`config.mk`:
```
export PLATFORM = sky130hd
export DESIGN_NAME = ps2_key_decoder
export DESIGN_NICKNAME = d
export VERILOG_FILES = /design/src/rtl/ps2_pkg.sv /design/src/rtl/ps2_frame_rx.sv /design/src/rtl/ps2_key_decoder.sv
export SDC_FILE = /design/constraint.sdc
export NUM_CORES = 1
export LEC_CHECK = 0
export CORE_UTILIZATION = 40
export CTS_CLUSTER_SIZE = 24
export DETAILED_ROUTE_END_ITERATION = 8
export MAX_ROUTING_LAYER = met4
export SETUP_SLACK_MARGIN = 0.5
export SLEW_MARGIN = 20
export SYNTH_ARGS = -nofsm -noshare
export SYNTH_HDL_FRONTEND = slang
export SYNTH_SLANG_ARGS = --single-unit
```
`constraint.sdc`:
```
create_clock -name clk -period 6.28 [get_ports clk]
set_clock_uncertainty 0.2 [all_clocks]
set_input_delay 1.256 -clock clk [delete_from_list [all_inputs] [get_ports clk]]
set_output_delay 1.256 -clock clk [all_outputs]
set_load 0.01 [all_outputs]
```
`src/rtl/ps2_pkg.sv`:
```
// Shared types and scan-code constants for the PS/2 keyboard decoder.
package ps2_pkg;

    typedef enum logic [1:0] {
        ST_IDLE   = 2'd0,
        ST_DATA   = 2'd1,
        ST_PARITY = 2'd2,
        ST_STOP   = 2'd3
    } frame_state_e;

    localparam logic [7:0] SC_BREAK = 8'hF0;
    localparam logic [7:0] SC_EXT   = 8'hE0;

    localparam logic [7:0] SC_W     = 8'h1D;
    localparam logic [7:0] SC_A     = 8'h1C;
    localparam logic [7:0] SC_S     = 8'h1B;
    localparam logic [7:0] SC_D     = 8'h23;
    localparam logic [7:0] SC_SPACE = 8'h29;

    localparam logic [7:0] SC_UP    = 8'h75;
    localparam logic [7:0] SC_LEFT  = 8'h6B;
    localparam logic [7:0] SC_DOWN  = 8'h72;
    localparam logic [7:0] SC_RIGHT = 8'h74;

    // Bit positions inside the held-key vector.
    localparam int KEY_W  = 0;
    localparam int KEY_A  = 1;
    localparam int KEY_S  = 2;
    localparam int KEY_D  = 3;
    localparam int KEY_ST = 4;

    // True when data plus parity bit carry an odd number of ones.
    function automatic logic parity_ok(input logic [7:0] data, input logic par);
        return ^{data, par};
    endfunction

endpackage

```
`src/rtl/ps2_frame_rx.sv`:
```
// PS/2 frame receiver: input synchroniser, clock glitch filter, frame FSM and
// in-frame timeout. Produces registered byte/valid/error plus a same-cycle strobe.
module ps2_frame_rx
    import ps2_pkg::*;
#(
    parameter int SYNC_STAGES = 2,
    parameter int FILTER_LEN  = 8,
    parameter int TIMEOUT_CYC = 200_000
) (
    input  logic       clk,
    input  logic       rst,
    input  logic       ps2_clk,
    input  logic       ps2_data,
    output logic [7:0] scan_code,
    output logic       scan_valid,
    output logic       frame_err,
    output logic [7:0] byte_data,
    output logic       byte_done
);

    localparam int FW = $clog2(FILTER_LEN + 1);
    localparam int TW = $clog2(TIMEOUT_CYC + 1);
    localparam logic [FW-1:0] FILT_LAST = FW'(FILTER_LEN - 1);
    localparam logic [TW-1:0] TMO_LAST  = TW'(TIMEOUT_CYC - 1);

    logic [SYNC_STAGES-1:0] clk_sync_r;
    logic [SYNC_STAGES-1:0] data_sync_r;
    logic                   clk_s;
    logic                   data_s;
    logic                   filt_r;
    logic [FW-1:0]          filt_cnt_r;
    logic                   fall_s;
    logic [TW-1:0]          tmo_cnt_r;
    logic                   tmo_hit_s;

    frame_state_e state_r, state_n;
    logic [2:0]   bit_cnt_r, bit_cnt_n;
    logic [7:0]   shift_r, shift_n;
    logic         par_r, par_n;
    logic [7:0]   code_r, code_n;
    logic         valid_r, valid_n;
    logic         err_r, err_n;

    // Synchronise both pins; reset to the idle-high line level.
    always_ff @(posedge clk or posedge rst) begin
        if (rst) begin
            clk_sync_r  <= '1;
            data_sync_r <= '1;
        end else begin
            clk_sync_r  <= {clk_sync_r[SYNC_STAGES-2:0], ps2_clk};
            data_sync_r <= {data_sync_r[SYNC_STAGES-2:0], ps2_data};
        end
    end

    assign clk_s  = clk_sync_r[SYNC_STAGES-1];
    assign data_s = data_sync_r[SYNC_STAGES-1];

    // Filtered clock follows the synced clock only after FILTER_LEN stable cycles.
    always_ff @(posedge clk or posedge rst) begin
        if (rst) begin
            filt_r     <= 1'b1;
            filt_cnt_r <= '0;
        end else if (clk_s != filt_r) begin
            if (filt_cnt_r == FILT_LAST) begin
                filt_r     <= clk_s;
                filt_cnt_r <= '0;
            end else begin
                filt_cnt_r <= filt_cnt_r + FW'(1);
            end
        end else begin
            filt_cnt_r <= '0;
        end
    end

    // Edge is flagged in the cycle the filter commits to low, so data is sampled then.
    assign fall_s = filt_r & ~clk_s & (filt_cnt_r == FILT_LAST);

    // Idle-time counter, only running while a frame is in progress.
    always_ff @(posedge clk or posedge rst) begin
        if (rst) begin
            tmo_cnt_r <= '0;
        end else if (fall_s || (state_r == ST_IDLE)) begin
            tmo_cnt_r <= '0;
        end else if (tmo_cnt_r != TMO_LAST) begin
            tmo_cnt_r <= tmo_cnt_r + TW'(1);
        end else begin
            tmo_cnt_r <= tmo_cnt_r;
        end
    end

    assign tmo_hit_s = (state_r != ST_IDLE) && !fall_s && (tmo_cnt_r == TMO_LAST);

    // Frame FSM state and registered outputs.
    always_ff @(posedge clk or posedge rst) begin
        if (rst) begin
            state_r   <= ST_IDLE;
            bit_cnt_r <= 3'd0;
            shift_r   <= 8'h00;
            par_r     <= 1'b0;
            code_r    <= 8'h00;
            valid_r   <= 1'b0;
            err_r     <= 1'b0;
        end else begin
            state_r   <= state_n;
            bit_cnt_r <= bit_cnt_n;
            shift_r   <= shift_n;
            par_r     <= par_n;
            code_r    <= code_n;
            valid_r   <= valid_n;
            err_r     <= err_n;
        end
    end

    // Frame FSM next state: advances only on filtered falling edges or timeout.
    always_comb begin
        state_n   = state_r;
        bit_cnt_n = bit_cnt_r;
        shift_n   = shift_r;
        par_n     = par_r;
        code_n    = code_r;
        valid_n   = 1'b0;
        err_n     = 1'b0;
        if (tmo_hit_s) begin
            state_n   = ST_IDLE;
            bit_cnt_n = 3'd0;
            shift_n   = 8'h00;
            err_n     = 1'b1;
        end else if (fall_s) begin
            case (state_r)
                ST_IDLE: begin
                    if (!data_s) begin
                        state_n   = ST_DATA;
                        bit_cnt_n = 3'd0;
                        shift_n   = 8'h00;
                    end else begin
                        state_n = ST_IDLE;
                    end
                end
                ST_DATA: begin
                    shift_n = {data_s, shift_r[7:1]};
                    if (bit_cnt_r == 3'd7) begin
                        state_n = ST_PARITY;
                    end else begin
                        bit_cnt_n = bit_cnt_r + 3'd1;
                    end
                end
                ST_PARITY: begin
                    par_n   = data_s;
                    state_n = ST_STOP;
                end
                ST_STOP: begin
                    state_n = ST_IDLE;
                    if (data_s && parity_ok(shift_r, par_r)) begin
                        code_n  = shift_r;
                        valid_n = 1'b1;
                    end else begin
                        err_n = 1'b1;
                    end
                end
                default: begin
                    state_n = ST_IDLE;
                end
            endcase
        end else begin
            state_n = state_r;
        end
    end

    assign scan_code  = code_r;
    assign scan_valid = valid_r;
    assign frame_err  = err_r;
    assign byte_data  = shift_r;
    assign byte_done  = valid_n;

endmodule

```
`src/rtl/ps2_key_decoder.sv`:
```
// PS/2 keyboard to held-key levels for the tank game (W/A/S/D/space).
// Optional PS2_ARROW_KEYS_EN maps E0-prefixed arrow keys onto the same outputs.
module ps2_key_decoder
    import ps2_pkg::*;
#(
    parameter int SYNC_STAGES = 2,
    parameter int FILTER_LEN  = 8,
    parameter int TIMEOUT_CYC = 200_000
) (
    input  logic       clk,
    input  logic       rst,
    input  logic       ps2_clk,
    input  logic       ps2_data,
    output logic [7:0] scan_code,
    output logic       scan_valid,
    output logic       frame_err,
    output logic       key_w,
    output logic       key_a,
    output logic       key_s,
    output logic       key_d,
    output logic       key_st
);

    logic [7:0] byte_data_s;
    logic       byte_done_s;
    logic       brk_r, brk_n;
    logic       ext_r, ext_n;
    logic [4:0] keys_r, keys_n;

    ps2_frame_rx #(
        .SYNC_STAGES (SYNC_STAGES),
        .FILTER_LEN  (FILTER_LEN),
        .TIMEOUT_CYC (TIMEOUT_CYC)
    ) u_rx (
        .clk        (clk),
        .rst        (rst),
        .ps2_clk    (ps2_clk),
        .ps2_data   (ps2_data),
        .scan_code  (scan_code),
        .scan_valid (scan_valid),
        .frame_err  (frame_err),
        .byte_data  (byte_data_s),
        .byte_done  (byte_done_s)
    );

    // Prefix flags and held key levels; updated on the same edge that raises scan_valid.
    always_ff @(posedge clk or posedge rst) begin
        if (rst) begin
            brk_r  <= 1'b0;
            ext_r  <= 1'b0;
            keys_r <= 5'b00000;
        end else begin
            brk_r  <= brk_n;
            ext_r  <= ext_n;
            keys_r <= keys_n;
        end
    end

    // Scan-code decode: prefixes set flags, any other byte applies make/break then clears them.
    always_comb begin
        brk_n  = brk_r;
        ext_n  = ext_r;
        keys_n = keys_r;
        if (byte_done_s) begin
            if (byte_data_s == SC_BREAK) begin
                brk_n = 1'b1;
            end else if (byte_data_s == SC_EXT) begin
                ext_n = 1'b1;
            end else begin
                if (!ext_r) begin
                    case (byte_data_s)
                        SC_W:     keys_n[KEY_W]  = ~brk_r;
                        SC_A:     keys_n[KEY_A]  = ~brk_r;
                        SC_S:     keys_n[KEY_S]  = ~brk_r;
                        SC_D:     keys_n[KEY_D]  = ~brk_r;
                        SC_SPACE: keys_n[KEY_ST] = ~brk_r;
                        default:  keys_n = keys_r;
                    endcase
                end else begin
`ifdef PS2_ARROW_KEYS_EN
                    case (byte_data_s)
                        SC_UP:    keys_n[KEY_W] = ~brk_r;
                        SC_LEFT:  keys_n[KEY_A] = ~brk_r;
                        SC_DOWN:  keys_n[KEY_S] = ~brk_r;
                        SC_RIGHT: keys_n[KEY_D] = ~brk_r;
                        default:  keys_n = keys_r;
                    endcase
`else
                    keys_n = keys_r;
`endif
                end
                brk_n = 1'b0;
                ext_n = 1'b0;
            end
        end else begin
            keys_n = keys_r;
        end
    end

    assign key_w  = keys_r[KEY_W];
    assign key_a  = keys_r[KEY_A];
    assign key_s  = keys_r[KEY_S];
    assign key_d  = keys_r[KEY_D];
    assign key_st = keys_r[KEY_ST];

endmodule

```
==> results.md <==
* Hold Fails Final Rpt at 0
* CP max FO at 2
* Minimum clock period at between 2 and 3 ns
* Startpoint type of the worst setup path: flip-flop
* Crit path required time at 4.82 ns
* Crit path kind: flip-flop to output pin
* GRT Overall Usage at 0.154
* Remaining antenna violation count at 0
* Post-route DRC violation count at 0
* Post-DP HPWL at roughly 3100 um
* Rows at 30
* Worst Path Arrival at roughly 1.2 ns
* Routed WL at a little under 5000 um
* Setup TNS at 0 ns
* Die height at between 80 and 90 um
* Via density per instance at 5.02
* CP delay by family, top: buffers and inverters
* Post-cts gate resize count at 0
* Sequential area share after synthesis at 0.515
* CP startpoint: u_rx.scan_code[7]$_DFFE_PP0P_
* Final instance area at between 3000 and 4000 um^2
* Initial Utilization at 0.415
* Hold path depth at 0
* Crit Reg-Reg Startpoint: u_rx.clk_sync_r[1]$_DFF_PP1_
* Most frequent cells in the layout: dfrtp_1 (53), nor2_1 (30), clkdlybuf4s50_1 (18), nand2_1 (17), inv_1 (11)
* Fin nets at 284
* Slowest cell on the critical path: clkdlybuf4s50_1
* Ys Warns at 0
* Min-delay src: u_rx.clk_sync_r[0]$_DFF_PP1_
* Pre-antenna DRT Iters at 4
* Clock latency on the worst-skew pair at between 0.3 and 0.4 ns
* FF-to-FF path depth at 7
* Worst IR Drop VDD at about 0.17 mV
* Worst-Margin Slew at just over 0.7 ns
* Syn-to-layout area delta at 15.6%
* RSZ-0062 raised after global routing: false
* Max transition margin at 0.526
* IO Pins at 19
* Period utilization at 0.430
* Worst Hold Endpoint: u_rx.clk_sync_r[1]$_DFF_PP1_
* Unique masters post-synth at between 40 and 50
* Routed vias at around 1.9k
* Starting DRT DRC Count at approximately 100
* Vias in the first global route at between 1.5k and 2k
* Setup crit end kind: output pin
* Most common cell after layout, fill and taps aside: dfrtp_1
* Achievable Freq at ~0.37 GHz
* CTS tree: yes
* Area of the core at between 6000 and 7000 um^2
* Critical path cell sequence: clkdlybuf4s50_1
* Clock Tree Buf Depth at 2
* Yosys reg bits at 58
* Antenna violations before repair at 0
* Buffers & Inverters on Critical Path at 1
* CP peak stage delay at between 0.5 and 0.6 ns
* Clock sinks at 58
* Root buf cell: clkbuf_8
* Post-Syn Area at 2830 um^2
* Static Leak at about 1.5 nW
* Overflow after GRT at 0
* Port bufs at 18
* GP Congestion at a little under 0.8
* Synth Instances at roughly 250
* Num CTS Buffers at 9
* Routed WL per cell at roughly 13 um
* Die area at ~7400 um^2
* Syn nets at around 260
* FILL cells at approximately 640
* Final-report setup violation count at 0
* Async set-or-reset flop fraction in the synthesized netlist at 1.00
* Largest net degree at the start of global routing at 59
* H-tree Lvls at 3
* Max Cap Viol at 0
* Placed inst area at just over 3000 um^2
* Die W at 86.2 um
* Hold/Removal Path Class: flip-flop to flip-flop
* Layout cells sized above 1 at 0.145
* Reg2Reg Setup Slack at between 3 and 4 ns
* Worst-path clk slew at around 0.070 ns
* Post-synth EDFFs at 0
* # Post-CTS Setup Buffers at 0
* Mean Syn Cell Area at 11.3 um^2
* Final Max Tran Viols at 0
* Worst reg2reg endpoint: u_rx.byte_data[0]$_DFFE_PP0P_
* First-pass GRT wire length at roughly 8300 um
* Primary FF master, synth: dfrtp_1
* N_diodes at 0
* Final core occ at 0.479
* Cell Pwr Density at about 250 nW/um^2
* Total power at slightly above 800 uW
* Post-CTS Hold Fix Bufs at 0
* Outcome: completed
-- worst max-delay path by stage --
| stage | to | slack [ns] | cells after the start |
|---|---|---|---|
| after floorplan | brk_r$_DFFE_PP0P_ | 3.40 | 1 |
| after detailed placement | u_rx.byte_data[4]$_DFFE_PP0P_ | 3.64 | 7 |
| after CTS | scan_code[0] | 3.55 | 1 |
| after global placement | u_rx.byte_data[1]$_DFFE_PP0P_ | 3.71 | 7 |
| after global routing | u_rx.byte_data[3]$_DFFE_PP0P_ | 3.47 | 7 |
| final | scan_code[7] | 3.58 | 1 |
-- cell type report --
| cell class | instances | area [um^2] | share of cell area |
|---|---|---|---|
| clock buffer | 10 | 138 | 0.0420 |
| clock inverter | 6 | 88.8 | 0.0271 |
| inverter | 12 | 45.0 | 0.0138 |
| multi-input combinational | 171 | 1240 | 0.378 |
| sequential | 58 | 1460 | 0.445 |
| tap | 96 | 120 | 0.0367 |
| timing repair buffer | 19 | 188 | 0.0573 |
-- metrics by stage --
stage,hold WS [ns],instances,setup slack (ns)
finish,0.148,372,3.58
global route,0.152,372,3.47
CTS,0.151,372,3.55
detailed placement,0.147,356,3.64
global placement,0.146,356,3.71
floorplan,0.145,251,3.40
-- Yosys cell counts, drive strengths merged (2+ instances only) --
| cell | n | area [um^2] |
|---|---|---|
| nor2 | 30 | 113 |
| or3 | 2 | 12.5 |
| o31ai | 2 | 15.0 |
| a21oi | 7 | 35.0 |
| dfrtp | 53 | 1330 |
| nor3b | 2 | 15.0 |
| and4b | 2 | 20.0 |
| nor3 | 5 | 36.3 |
| o21ai | 9 | 45.0 |
| nor4 | 4 | 25.0 |
| xor2 | 9 | 78.8 |
| inv | 12 | 45.0 |
| a22o | 9 | 78.8 |
| nand4 | 7 | 43.8 |
| mux2 | 9 | 101 |
| nand2 | 17 | 63.8 |
| xnor2 | 10 | 87.6 |
| ha | 9 | 113 |
| nand3 | 10 | 50.1 |
| buf | 9 | 87.6 |
| mux2i | 5 | 62.6 |
| xnor3 | 2 | 47.6 |
| dfstp | 5 | 131 |
| and3 | 2 | 12.5 |
| nand4b | 4 | 50.1 |
-- registers in the layout, indices dropped and copies added (netlist names) --
register and count:
brk_r 1, ext_r 1, keys_r 5, u_rx.bit_cnt_r 3, u_rx.byte_data 8, u_rx.clk_sync_r 2, u_rx.data_sync_r 2, u_rx.filt_cnt_r 4
u_rx.filt_r 1, u_rx.frame_err 1, u_rx.par_r 1, u_rx.scan_code 8, u_rx.scan_valid 1, u_rx.state_r 2, u_rx.tmo_cnt_r 18
-- cells by family after synthesis --
| group | count (synthesis) | synth area share |
|---|---|---|
| AO/OA/AOI/OAI | 35 | 0.0839 |
| flip-flops | 58 | 0.515 |
| XOR/XNOR | 22 | 0.0844 |
| AND/OR/NAND/NOR | 91 | 0.171 |
| adder cells (fa/ha/maj) | 9 | 0.0398 |
| buffers and inverters | 22 | 0.0481 |
| multiplexers | 14 | 0.0579 |
-- routing by layer --
metal	track usage	up-vias	wire length (um)
met1	0.178	905	2250
met3	0.0520	11	180
li1	-	926	-
met4	0.0773	0	109
met5	-	-	0
met2	0.240	27	2310
-- power by group --
part           total [mW]  internal [mW]  switching [mW]
Combinational      0.0279         0.0112          0.0167
Clock               0.391          0.235           0.157
Sequential          0.392          0.384         0.00749
Total               0.811          0.630           0.181
Note: power is estimated with default switching activity, not from simulation.
==> RTL change 1 (config.mk and constraints unchanged) <==
`shift_r` no longer has a reset.
--- a/src/rtl/ps2_frame_rx.sv
+++ b/src/rtl/ps2_frame_rx.sv
@@ -96,5 +96,4 @@
             state_r   <= ST_IDLE;
             bit_cnt_r <= 3'd0;
-            shift_r   <= 8'h00;
             par_r     <= 1'b0;
             code_r    <= 8'h00;
@@ -104,5 +103,4 @@
             state_r   <= state_n;
             bit_cnt_r <= bit_cnt_n;
-            shift_r   <= shift_n;
             par_r     <= par_n;
             code_r    <= code_n;
@@ -110,4 +108,8 @@
             err_r     <= err_n;
         end
+    end
+
+    always_ff @(posedge clk) begin
+        shift_r <= shift_n;
     end
 
Function: same outputs for any inputs over 10 cycles, from zero or initial values and one cycle with rst high; that may be too few to reach the edited logic, so the function may still have changed.
==> RTL change 1 against the unedited design <==
Synthesized cell count grew 7.6%. Cell area shrank 0.50%. Routed wire length grew 1.9%. Setup slack lost 340 ps. Combinational power shrank 2%. Register-to-register slack lost 400 ps. Area after synthesis grew 0.80%. Maximum frequency shrank 11%. Sequential cell count is the same. Power shrank 12%. Sequential power is essentially flat. Largest power group unchanged. Highest routed layer unchanged.
==> RTL change 1: results (changes against the unedited design) <==
metric;value;unit;change
CP max FO;20;;+18
CP delay by family, top;simple AND/OR/NAND/NOR gates;;
synthesized net count;283;;+7.2%
status;finished, final reports clean;;
Synth Area in XOR/XNOR;0.0784;;-0.00592
worst rel slew slack;0.406;;-0.121
RePlAce Congestion;0.860;;+8.9%
fill count;663;;+3.0%
NumNets Final;299;;+5.3%
multiplexer area fraction after synthesis;0.0657;;+0.00787
placed cell count;371;;+4.2%
Mapped Cells;270;;+7.6%
Slowest-stage cell, CP;nor3_2;;
global-route wire length before repair;8.83;mm;+5.8%
largest net degree at the start of global routing;51;;-14%
Initial DRC Count;59;;-43%
Static Leakage;0.00143;uW;-3.5%
Non-clk invs;15;;+3
latest clock arrival within the worst-skew pair;330;ps;-20 ps
HPWL Detailed;3.37;mm;+7.1%
Async S/R FF share, synth;0.862;;-0.138
post-synthesis sequential area ratio;0.496;;-0.0181
Post-Layout Cell Count;387;;+4.0%
synth top area cells;dfrtp_1 (39%), dfxtp_1 (5.6%), dfstp_2 (4.6%);;
DRT Pass-1 Iters;4;;unchanged
fraction of area in multi-input gates;0.402;;+0.0238
initial antenna violation count;0;;unchanged
layout cell share with drive strength beyond 1;0.117;;-0.0281
signal buffers share of area;0.0553;;-0.00202
Adder-Cell Fraction of Synth Area;0.0394;;-0.000314
Synth cell types;52;;+11%
total track usage;0.157;;+0.00272
vias per cell;5.12;;+2.0%
CLK BUF;13;;+3
most frequent cells after synthesis;dfrtp_1 (45), nor2_1 (34), inv_1 (15);;
clock-cell share of area;0.0534;;-0.0158
post-synthesis compound-gate area fraction;0.0771;;-0.00680
sequential cell area share;0.435;;-0.0101
CP max stage delay;730;ps;+190 ps
## RTL change 1: changes by cell type in the layout (fill, tap and decap cells not counted), sizes merged, moves of 6 or more
| cell | unedited run | this run |
|---|---|---|
| a22o | 9 | 2 |
| a31oi | 1 | 9 |
| dfrtp | 53 | 45 |
| dfxtp | 0 | 8 |
| nand2 | 17 | 10 |
| nor2b | 1 | 7 |
## RTL change 1: worst paths after layout
check	to	from	slack (ps)	depth (start not counted)
max in group asynchronous	u_rx.scan_code[4]	rst	4200	2
min in group asynchronous	keys_r[4]	rst	1190	2
setup reg to reg	u_rx.bit_cnt_r[0]	u_rx.clk_sync_r[1]	3240	7
hold reg to reg	u_rx.clk_sync_r[1]	u_rx.clk_sync_r[0]	160	0
hold / removal	u_rx.clk_sync_r[1]	u_rx.clk_sync_r[0]	160	0
setup / recovery	u_rx.bit_cnt_r[0]	u_rx.clk_sync_r[1]	3240	7
## RTL change 1: cells by family (layout without fill, tap and decap cells)
logic type	after synthesis	in the layout
fa+ha+maj	9	9
flops	58	58
mux	15	15
simple gates	105	105
xor+xnor	20	20
buf+inv	28	49
compound gates	35	35
## RTL change 1: metrics by stage
stage	hold WS (ps)	util	cell area [um2]	setup WS, ps
6_report	155	0.477	3260	3240
5_1_grt	159	0.477	3260	2980
4_1_cts	157	0.476	3250	2800
3_5_place_dp	147	0.451	3080	2810
3_3_place_gp	146	0.451	3080	2930
2_1_floorplan	145	-	2860	3630
## RTL change 1: layer usage
metal  wire (um)  global-route usage  vias to the layer above
li1            -                   -                      977
met5           0                   -                        -
met2        2400               0.255                       42
met3         210              0.0600                        2
met1        2320               0.183                      962
met4          11              0.0394                        0
## RTL change 1: power breakdown
part	switching (uW)	internal [uW]	total, uW
clock network	135	163	298
logic	16.2	11.2	27.4
registers	7.56	384	391
==> RTL change 2 (config.mk and constraints unchanged) <==
Without the edit above. `TIMEOUT_CYC` is set to 200_000 in 2 places; all go to 100_000.
--- a/src/rtl/ps2_frame_rx.sv
+++ b/src/rtl/ps2_frame_rx.sv
@@ -6,5 +6,5 @@
     parameter int SYNC_STAGES = 2,
     parameter int FILTER_LEN  = 8,
-    parameter int TIMEOUT_CYC = 200_000
+    parameter int TIMEOUT_CYC = 100_000
 ) (
     input  logic       clk,
--- a/src/rtl/ps2_key_decoder.sv
+++ b/src/rtl/ps2_key_decoder.sv
@@ -6,5 +6,5 @@
     parameter int SYNC_STAGES = 2,
     parameter int FILTER_LEN  = 8,
-    parameter int TIMEOUT_CYC = 200_000
+    parameter int TIMEOUT_CYC = 100_000
 ) (
     input  logic       clk,
Behaviour: no difference found for any inputs over 10 cycles, from zero or initial values and one cycle with rst high; that may be too few to reach the edited logic, so the function may still have changed.
==> RTL change 2 against the unedited design <==
Setup slack worse by 7.7 ps. Area after synthesis is 3.5% lower. Count of clock-buffer cells in the layout stayed put. Sequential cell count is 1 lower. Hold slack better by 6.9 ps. Core utilization is 2.0 points higher. Cell count is 6.5% lower. Critical path depth is 6 higher. Non-clock buffer count stayed put. Cell area is 1.6% lower. Power is 2.8% higher. Routed wire length is 6.0% lower. Critical path type is now flop to flop.
==> RTL change 2: results (changes against the unedited design) <==
metric;value;unit;change
DRT Pass-1 Iters;7;;+3
met3 wire len;197;um;+9.4%
synth top area cells;dfrtp_1 (48%), dfstp_2 (4.8%), xor2_1 (4.8%);;
reg2reg end;u_rx.byte_data[3];;
total track usage;0.157;;+0.00258
largest net degree at the start of global routing;58;;-1.7%
Least-Margin Pin Slew;702;ps;-8.44 ps
RePlAce Congestion;0.741;;-6.1%
number of diodes;0;;unchanged
fill count;575;;-11%
Slowest-stage cell, CP;dfstp_2;;
status;finished, final reports clean;;
Largest register FFs;17;;-1
Initial DRC Count;83;;-19%
WL per Instance;13.1;um;+0.49%
fin. max-slew vios;0;;unchanged
HPWL Detailed;3.02;mm;-3.9%
met2 routed WL;1.97;mm;-15%
most frequent cells after synthesis;dfrtp_1 (52), nor2_1 (28), inv_1 (16);;
hold_buf cts;0;;unchanged
dpl ws;3550;ps;-92.2 ps
Synth cell types;49;;+4.3%
clk slew on worst S/H paths;70;ps;about the same
Hold Crit Depth;0;;unchanged
Worst Hold End;u_rx.clk_sync_r[1];;
Synth Flop Type;dfrtp_1;;
post-synthesis sequential area ratio;0.524;;+0.00969
global-route wire length before repair;8.34;mm;-0.17%
Static Leakage;0.00145;uW;-2.0%
crit path DAT;2740;ps;+1500 ps
CP max FO;18;;+16
FF-to-FF Start;u_rx.clk_sync_r[1];;
CP max stage delay;520;ps;-20 ps
worst hold path type;flop to flop;;
CP delay by family, top;simple AND/OR/NAND/NOR gates;;
layout cell share with drive strength beyond 1;0.111;;-0.0342
wl on met1;2.30;mm;+2.2%
NumNets Final;279;;-1.8%
Seq. cell area;1430;um2;-1.7%
postcts setup bufs;0;;unchanged
vias in the first global route;1807;;-0.88%
maximum VDD drop;131;uV;-23%
Largest Register;u_rx.tmo_cnt_r;;
synthesized net count;254;;-3.8%
synth warn;0;;unchanged
vias per cell;5.15;;+2.4%
RTL change 2: cell count changes after synthesis, moves of 5 or more:
cell	unedited run	this run
nand2_1	17	9
mux2_2	9	3
mux2_1	0	6
buf_6	6	1
nor3_1	4	9
xor2_1	9	15
RTL change 2: metal layers:
metal | track usage | vias up
met5 | - | -
met4 | 0.0770 | 0
met3 | 0.0600 | 8
met2 | 0.217 | 32
met1 | 0.200 | 861
li1 | - | 890
RTL change 2: how the worst max path moves through the flow:
stage / from / cells past startpoint / slack [ps] / to
2_1_floorplan: rst / 1 / 3430 / brk_r
5_1_grt: u_rx.filt_cnt_r[0] / 6 / 3370 / u_rx.byte_data[3]
3_3_place_gp: u_rx.clk_sync_r[1] / 7 / 3600 / u_rx.byte_data[1]
4_1_cts: u_rx.clk_sync_r[1] / 7 / 3550 / u_rx.byte_data[2]
3_5_place_dp: u_rx.clk_sync_r[1] / 7 / 3550 / u_rx.byte_data[2]
6_report: u_rx.clk_sync_r[1] / 7 / 3570 / u_rx.byte_data[3]
RTL change 2: layout make-up:
| class | count | share of cell area |
|---|---|---|
| sequential | 57 | 0.444 |
| multi-input combinational | 163 | 0.374 |
| timing repair buffer | 19 | 0.0582 |
| clock buffer | 10 | 0.0427 |
| clock inverter | 6 | 0.0326 |
| tap | 77 | 0.0299 |
| inverter | 16 | 0.0186 |
RTL change 2: cells by family (layout without fill, tap and decap cells):
| kind of cell | count (synthesis) | in the layout | share of synthesized area |
|---|---|---|---|
| adders and majority gates | 9 | 9 | 0.0412 |
| AOI/OAI and AO/OA | 30 | 30 | 0.0797 |
| and+or+nand+nor | 83 | 83 | 0.161 |
| muxes | 18 | 18 | 0.0746 |
| DFF | 57 | 57 | 0.524 |
| xor gates and xnor gates | 23 | 23 | 0.0842 |
| buffers and inverters | 21 | 51 | 0.0348 |
RTL change 2: where the power goes:
group / total [uW] / internal [uW] / switching (uW)
registers: 385 / 378 / 6.81
clock network: 419 / 272 / 147
logic: 30.1 / 12.2 / 17.9
total: 834 / 662 / 172
RTL change 2: metrics by stage:
| step | hold slack, ps | cells | instance area (um2) | total power, uW |
|---|---|---|---|---|
| 2_1_floorplan | 145 | 241 | 2730 | 413 |
| 3_3_place_gp | 148 | 332 | 2980 | 422 |
| 3_5_place_dp | 147 | 332 | 2980 | 422 |
| 4_1_cts | 156 | 348 | 3220 | 845 |
| 5_1_grt | 161 | 348 | 3220 | 869 |
| 6_report | 155 | 348 | 3220 | 834 |
